--- config.mk ---
export PLATFORM = sky130hd
export DESIGN_NAME = alu_sequencer
export DESIGN_NICKNAME = d
export VERILOG_FILES = /design/src/rtl/alu_sequencer.sv
export SDC_FILE = /design/constraint.sdc
export NUM_CORES = 1
export LEC_CHECK = 0
export ABC_AREA = 1
export BUFFER_PORTS_ARGS = -buffer_cell sky130_fd_sc_hd__buf_2
export CORE_MARGIN = 10
export CORE_UTILIZATION = 51
export CTS_BUF_LIST = sky130_fd_sc_hd__clkbuf_4 sky130_fd_sc_hd__clkbuf_8
export DETAILED_ROUTE_END_ITERATION = 6
export PLACE_DENSITY_LB_ADDON = 0.3
export SYNTH_ARGS = -nofsm -noshare
export SYNTH_HDL_FRONTEND = slang
export SYNTH_SLANG_ARGS = --single-unit
--- constraint.sdc ---
create_clock -name clk -period 1.35 [get_ports clk]
set_input_delay 0.2025 -clock clk [delete_from_list [all_inputs] [get_ports clk]]
set_output_delay 0.2025 -clock clk [all_outputs]
set_load 0.05 [all_outputs]
--- src/rtl/alu_sequencer.sv ---
`default_nettype none
// ============================================================================
// Module   : alu_sequencer
// Purpose  : Decodes 16-bit instruction words into the register-file /
//            operand-mux / ALU control set and holds each set for
//            STEP_CYCLES cycles so the ALU result is written back.
// Revision : 1.0  initial release
// ----------------------------------------------------------------------------
// Ports
//   clk          in   system clock
//   rst          in   synchronous active-low reset
//   instr_valid  in   instruction word present on instr
//   instr[15:0]  in   [15:12] opcode, [11:8] rd, [7:4] rs, [3:0] rt/imm4
//   Overflow     in   ALU overflow, sampled on the last EXEC cycle only
//   instr_ready  out  instruction accepted this cycle when instr_valid
//   ReadRgAddr1  out  first source register
//   ReadRgAddr2  out  second source register
//   WriteRgAddr  out  destination register (0 = no write)
//   immediate    out  zero-extended imm4
//   sel          out  operand mux select (1 = immediate)
//   Control      out  ALU operation code
//   busy         out  executing an instruction
//   halted       out  HALT retired; stays set until reset
//   ovf_flag     out  sticky overflow of a retired instruction
//   illegal_flag out  sticky undefined opcode retired
//   retired      out  retired-instruction count, modulo 256
// ============================================================================
module alu_sequencer #(
    parameter int STEP_CYCLES = 3
) (
    input  logic        clk,
    input  logic        rst,
    input  logic        instr_valid,
    input  logic [15:0] instr,
    input  logic        Overflow,
    output logic        instr_ready,
    output logic [3:0]  ReadRgAddr1,
    output logic [3:0]  ReadRgAddr2,
    output logic [3:0]  WriteRgAddr,
    output logic [15:0] immediate,
    output logic        sel,
    output logic [3:0]  Control,
    output logic        busy,
    output logic        halted,
    output logic        ovf_flag,
    output logic        illegal_flag,
    output logic [7:0]  retired
);

    localparam int            CW     = (STEP_CYCLES > 1) ? $clog2(STEP_CYCLES) : 1;
    localparam logic [CW-1:0] c_LOAD = CW'(STEP_CYCLES - 1);

    localparam logic [3:0] c_OP_NOP  = 4'h0;
    localparam logic [3:0] c_OP_ADD  = 4'h1;
    localparam logic [3:0] c_OP_ADDI = 4'h2;
    localparam logic [3:0] c_OP_SUB  = 4'h3;
    localparam logic [3:0] c_OP_AND  = 4'h4;
    localparam logic [3:0] c_OP_OR   = 4'h5;
    localparam logic [3:0] c_OP_SLT  = 4'h6;
    localparam logic [3:0] c_OP_HALT = 4'hF;

    typedef enum logic [1:0] {
        S_IDLE   = 2'd0,
        S_EXEC   = 2'd1,
        S_HALTED = 2'd2
    } state_t;

    state_t r_state;
    state_t w_next_state;

    logic [CW-1:0] r_cnt;
    logic [3:0]    r_rs, r_rt, r_rd, r_ctrl;
    logic [15:0]   r_imm;
    logic          r_sel, r_ovf_en, r_illegal;
    logic          r_ovf_flag, r_illegal_flag;
    logic [7:0]    r_retired;

    logic          w_accept, w_busy, w_last;
    logic [3:0]    w_op;
    logic [3:0]    w_dec_rs, w_dec_rt, w_dec_rd, w_dec_ctrl;
    logic [15:0]   w_dec_imm;
    logic          w_dec_sel, w_dec_ovf_en, w_dec_illegal;

    // Ready is masked while reset is asserted so nothing is accepted then.
    assign instr_ready = (r_state == S_IDLE) && rst;
    assign w_accept    = instr_ready && instr_valid;
    assign w_busy      = (r_state == S_EXEC);
    assign w_last      = w_busy && (r_cnt == '0);
    assign w_op        = instr[15:12];

    // Instruction decode; NOP, HALT and illegal opcodes leave everything 0.
    always_comb begin
        w_dec_rs      = 4'h0;
        w_dec_rt      = 4'h0;
        w_dec_rd      = 4'h0;
        w_dec_ctrl    = 4'b0000;
        w_dec_imm     = 16'h0000;
        w_dec_sel     = 1'b0;
        w_dec_ovf_en  = 1'b0;
        w_dec_illegal = 1'b0;
        case (w_op)
            c_OP_NOP, c_OP_HALT: ;
            c_OP_ADD, c_OP_ADDI, c_OP_SUB, c_OP_AND, c_OP_OR, c_OP_SLT: begin
                w_dec_rs     = instr[7:4];
                w_dec_rt     = instr[3:0];
                w_dec_rd     = instr[11:8];
                w_dec_ovf_en = 1'b1;
                case (w_op)
                    c_OP_ADD:  w_dec_ctrl = 4'b0010;
                    c_OP_ADDI: begin
                        w_dec_ctrl = 4'b0010;
                        w_dec_sel  = 1'b1;
                        w_dec_imm  = {12'h000, instr[3:0]};
                    end
                    c_OP_SUB:  w_dec_ctrl = 4'b0110;
                    c_OP_AND:  w_dec_ctrl = 4'b0000;
                    c_OP_OR:   w_dec_ctrl = 4'b0001;
                    default:   w_dec_ctrl = 4'b0111;
                endcase
            end
            default: w_dec_illegal = 1'b1;
        endcase
    end

    // FSM next state.
    always_comb begin
        w_next_state = r_state;
        case (r_state)
            S_IDLE: begin
                if (w_accept) begin
                    w_next_state = (w_op == c_OP_HALT) ? S_HALTED : S_EXEC;
                end
            end
            S_EXEC: begin
                if (w_last) begin
                    w_next_state = S_IDLE;
                end
            end
            S_HALTED: w_next_state = S_HALTED;
            default:  w_next_state = S_IDLE;
        endcase
    end

    always_ff @(posedge clk) begin
        if (!rst) begin
            r_state <= S_IDLE;
        end else begin
            r_state <= w_next_state;
        end
    end

    // Latched control set, step counter and retirement bookkeeping.
    always_ff @(posedge clk) begin
        if (!rst) begin
            r_cnt          <= '0;
            r_rs           <= 4'h0;
            r_rt           <= 4'h0;
            r_rd           <= 4'h0;
            r_ctrl         <= 4'h0;
            r_imm          <= 16'h0000;
            r_sel          <= 1'b0;
            r_ovf_en       <= 1'b0;
            r_illegal      <= 1'b0;
            r_ovf_flag     <= 1'b0;
            r_illegal_flag <= 1'b0;
            r_retired      <= 8'h00;
        end else if (w_accept) begin
            r_cnt     <= c_LOAD;
            r_rs      <= w_dec_rs;
            r_rt      <= w_dec_rt;
            r_rd      <= w_dec_rd;
            r_ctrl    <= w_dec_ctrl;
            r_imm     <= w_dec_imm;
            r_sel     <= w_dec_sel;
            r_ovf_en  <= w_dec_ovf_en;
            r_illegal <= w_dec_illegal;
            // HALT never enters EXEC, so it retires on acceptance.
            if (w_op == c_OP_HALT) begin
                r_retired <= r_retired + 8'd1;
            end
        end else if (w_busy) begin
            if (w_last) begin
                r_retired      <= r_retired + 8'd1;
                r_ovf_flag     <= r_ovf_flag | (r_ovf_en & Overflow);
                r_illegal_flag <= r_illegal_flag | r_illegal;
            end else begin
                r_cnt <= r_cnt - 1'b1;
            end
        end
    end

    // Control set is only driven while executing; idle/halted outputs are 0.
    assign ReadRgAddr1  = w_busy ? r_rs   : 4'h0;
    assign ReadRgAddr2  = w_busy ? r_rt   : 4'h0;
    assign WriteRgAddr  = w_busy ? r_rd   : 4'h0;
    assign immediate    = w_busy ? r_imm  : 16'h0000;
    assign sel          = w_busy ? r_sel  : 1'b0;
    assign Control      = w_busy ? r_ctrl : 4'b0000;
    assign busy         = w_busy;
    assign halted       = (r_state == S_HALTED);
    assign ovf_flag     = r_ovf_flag;
    assign illegal_flag = r_illegal_flag;
    assign retired      = r_retired;

endmodule
`default_nettype wire

Word level (Yosys, flattened, before mapping)
Cells that the tools add are included.
Word-level totals
  RAM bits: 0
  register bits after elaboration: 49
  memories: 0
  bits in read-only memories: 0
  logic and storage cells: 80
  bits in latches: 0
Cells by class
  div/mod/pow operators: 0
  reductions and logical operators: 17
  bitwise operators: 6
  shift operators: 0
  $add $sub $neg: 2
  mux-type cells: 28
  equal/unequal tests: 13
  $mul: 0
  order comparisons: 0
Operator list (number)
  4-bit two-way mux: 9
  8-bit two-way mux: 4
  16-bit two-way mux: 1
  4-bit by 3-bit equality test with 1-bit output (second input constant): 3
  2-bit two-way mux: 6
  3-bit case mux with 4 select lines: 1
  8-bit by 1-bit adder with 8-bit output (second input constant): 1
  4-bit by 2-bit equality test with 1-bit output (second input constant): 2
  8-bit OR reduction: 1
  2-bit case mux with 3 select lines: 1
  2-bit AND reduction: 3
  3-bit AND reduction: 2
  6-bit OR reduction: 1
  1-bit two-way mux: 5
  4-bit by 1-bit equality test with 1-bit output (second input constant): 1
  4-bit equality test (second input constant): 1
  2-bit zero test: 2
  4-bit zero test: 1
  2-bit by 1-bit != test with 1-bit output (second input constant): 2
  2-bit != test (second input constant): 2
  2-bit nonzero test: 2
  2-bit OR reduction: 2
  1-bit logical AND: 3
  3-bit two-way mux: 1
  6 further kinds: 9

Depth between registers and ports, before layout
  depth after elaboration: 5
  gate-level depth with buffers: 8

Worst setup path after synthesis
Ideal clock, no wire load.
  path kind: register to output
  from: reg r_state[0]
  to: out Control[0]
  required time: 1148 ps
  cell stages (with the launch flop): 6
  slack: -545 ps
  buffers on the path: 1
  arrival time: 1692 ps
  cell sequence: dfxtp_1 > inv_2 > nor2_4 > inv_1 > buf_2 > nor2_1
Between the ends
  cells in the longest elaborated chain, start to end: 2
RTL lines
  start, declared: RTL line 68  | state_t r_state;
  start signal, assigned: RTL line 148  | r_state <= w_next_state;
  2-bit by 1-bit equality test with 1-bit output: RTL line 87  | assign w_busy = (r_state == S_EXEC);
  named net busy: RTL line 43  | output logic busy,
  4-bit two-way mux: RTL line 198  | assign Control = w_busy ? r_ctrl : 4'b0000;
  end, declared: RTL line 42  | output logic [3:0] Control,
The timed path passes the listed nets, and every way through them passes these cells.

Worst setup path in the final report
  from: reg r_state[0]
  to: out immediate[2]
Between the ends
  cells in the longest elaborated chain, start to end: 2
RTL lines
  2-bit by 1-bit equality test with 1-bit output: RTL line 87
  16-bit two-way mux: RTL line 196  | assign immediate = w_busy ? r_imm : 16'h0000;
  end, declared: RTL line 40  | output logic [15:0] immediate,
Every way passes these cells.

==> run summary <==
status - finished, violations left
failing checks - setup timing
Finished Layout Cells - 367
Avg WL per Cell - 13.7 microns
Final period util - 114%
Worst R2R End - r_imm[2]$_SDFFE_PN0P_
Routed Antenna Nets - 0
CTS tree - done
crit path max fanout - 11
number of global-route vias before repair - 1849
Yosys warning count - 0
Ports - 66
CP Launch Type - flop
Crit path depth - 6
Fmax - 0.648 GHz
Final Slew Violations - 0
#FFs+latches synth - 36
initial antenna violation count - 0
Die H - 79.9 microns
setup_tns - -3.82 ns
final hold viol count - 0
Cell Pwr Density - 844 mW/mm^2
Distinct cells, synth - 25
clk_lat worst skew - 0.34 ns
width of the chip - 79.9 microns
reg2reg start - r_state[0]$_SDFFE_PN0P_
area grow syn2layout - 43.8%
vias - 1842
total gr overflow - 0
worst slack, placed - 0.0344 ns
cells on worst reg2reg path - 8
Hold EP - r_rs[1]$_SDFFE_PN0P_
Root Buffer - clkbuf_4
Port Buffers - 52
max_cap viols - 0
FP Rows - 21
DR vias/cell - 5.02
Worst VDD drop - 747 uV
async set-reset flop share out of synthesis - 0%
critical path type - reg -> out
Seq/Total Area, Yosys - 39.4%
CTS Sinks - 36
slowest cell delay on critical path - 0.35 ns
Post-synth EDFFs - 0
Die ar. - 0.00639 sq mm
Worst Hold Launch - instr[5]
Post-synth top flop - dfxtp_1
HPWL reported at the end of detailed placement - 3.42 mm
Worst path slowest cell - dfxtp_2
Placed Instances - 353
drt total wl - 5.03 mm
Post-Route Skew - 0.00434 ns
CTS Buf Count - 5
largest net degree at the start of global routing - 19
Core ar. - 0.00339 sq mm
CP required - 1.15 ns
# DRC - 0
Post-Synthesis Cells - 257
cell mode on critical path - nor2_4
layout cell share with drive strength beyond 1 - 36.8%
Final setup viols - 30
H-tree levels - 2
WP data arrival - 1.34 ns
nature of the critical path endpoint - output pin
Layout Nets - 341
HP Class - in -> reg
WHS Path Cells - 3
RSZ-0062 raised after global routing - yes
Buf/Inv on CP - 4
first-pass GRT wire length - 8.51 mm
Starting Density - 54.0%
minimum clock period - 1.54 ns
synthesized cell area - 0.00183 sq mm
Pleak - 0.00110 uW
CP cell instances - inv_2 -> nor2_4 -> inv_4 -> buf_12 -> nor2_4 -> buf_8
Clock transition at path regs - 0.11 ns
Syn Area/Cell - 7.12 sq um
Antenna diodes - 0
family with the most delay on the worst path - buffers and inverters
hold-fix buffers at CTS - 0
DR pass1 iterations - 4
routability congestion estimate - 0.778
total track usage - 16.3%
drt initial violations - 178
flop2flop setup slack - -0.05 ns
clock buffer depth - 2
Final WS setup - -0.192 ns
-- cells by family (layout without fill, tap and decap cells) --
kind of cell | Yosys count | in the layout | synth area share (%)
adders and majority gates | 1 | 1 | 0.683
AOI/OAI and AO/OA | 38 | 38 | 10.9
xor gates and xnor gates | 4 | 4 | 1.91
other | 1 | 13 | 0.205
buffers and inverters | 59 | 111 | 16.5
DFF | 36 | 36 | 39.4
and+or+nand+nor | 118 | 118 | 30.3
-- worst register-to-register path, stage by stage (launching register included) --
cell and delay [ns]:
dfxtp_2 0.34, buf_4 0.13, buf_6 0.12, nor2_2 0.13
nand3_4 0.13, buf_4 0.16, buf_4 0.14, nand2_1 0.07
a21oi_2 0.05
-- cell usage after synthesis (2+ instances only) --
cell      instances  area share [%]
nand2_1          44             9.0
dfxtp_1          36              39
inv_1            36             7.4
nor2_1           34             7.0
nand3_1          26             7.1
o21ai_0          21             5.7
a21oi_1          15             4.1
buf_4            15             6.2
buf_6             3             1.8
nand2_4           3             1.8
nand3b_1          3             1.2
xor2_1            3             1.4
buf_2             2            0.55
inv_2             2            0.41
nand2_2           2            0.68
nand3_4           2             1.9
nor2_2            2            0.68
-- state kept, by name (all words and copies together), names as in the netlist --
| name | count |
|---|---|
| retired | 8 |
| r_imm | 4 |
| r_rd | 4 |
| r_rs | 4 |
| r_rt | 4 |
| r_ctrl | 3 |
| r_cnt | 2 |
| r_state | 2 |
| illegal_flag | 1 |
| ovf_flag | 1 |
| r_illegal | 1 |
| r_ovf_en | 1 |
| r_sel | 1 |
-- timing repair --
item	4_1_cts	5_1_grt
setup buffers	3	3
endpoints found under the hold margin	0	0
pin swaps	4	1
endpoints found under the setup margin	23	37
gates resized for setup	53	21
cloned	1	0
-- area by class of cell --
class	count	area, sq um
tap	46	57.6
sequential	36	728
inverter	38	148
fill	235	757
clock inverter	2	10.0
timing repair buffer	65	608
clock buffer	6	51.3
multi-input combinational	174	1030
-- per-layer routing --
metal,vias to the layer above,GRT usage [%],wire (microns)
li1,907,-,-
met1,864,17.9,2020
met2,60,27.1,2490
met3,11,5.86,418
met4,0,7.57,99
met5,-,0,0
-- worst max path at each step --
stage	start	endpoint	slack, ns
final	r_state[0]$_SDFFE_PN0P_	immediate[2]	-0.19
after global routing	r_state[0]$_SDFFE_PN0P_	immediate[2]	-0.25
after CTS	r_state[0]$_SDFFE_PN0P_	ReadRgAddr1[0]	-0.19
after detailed placement	instr[12]	r_rt[0]$_SDFFE_PN0P_	0.03
after global placement	r_state[0]$_SDFFE_PN0P_	Control[2]	0.07
after floorplan	r_state[0]$_SDFFE_PN0P_	Control[0]	-0.19
-- cells in the final DEF, fill, tap and decap left out, types with 4 or more instances in the layout --
master and count:
inv_1 35, o21ai_1 6, nand3_1 26, buf_2 28, buf_6 16, buf_4 7, nor2_1 13, dfxtp_1 30
buf_8 8, nand2_1 44, conb_1 13, clkbuf_4 6, a21oi_1 12, o21ai_0 14, buf_12 4, dfxtp_2 6
nor2_4 23
-- report_power, final --
group          total [uW]  internal (uW)  switching (uW)
sequential           1120           1100            18.5
clock                 612            248             364
combinational         490            148             342
total                2220           1500             725
-- per-stage QoR --
step	util (%)	power [uW]	hold WS (ns)	instance area (sq um)
CTS	75.6	2200	0.0774	2560
global placement	67.7	1570	0.429	2300
finish	77.7	2220	0.0746	2630
floorplan	-	1510	0.341	2070
global route	77.7	2320	0.0918	2630
detailed placement	67.7	1580	0.436	2300
Power figures use the tool's default switching activity.
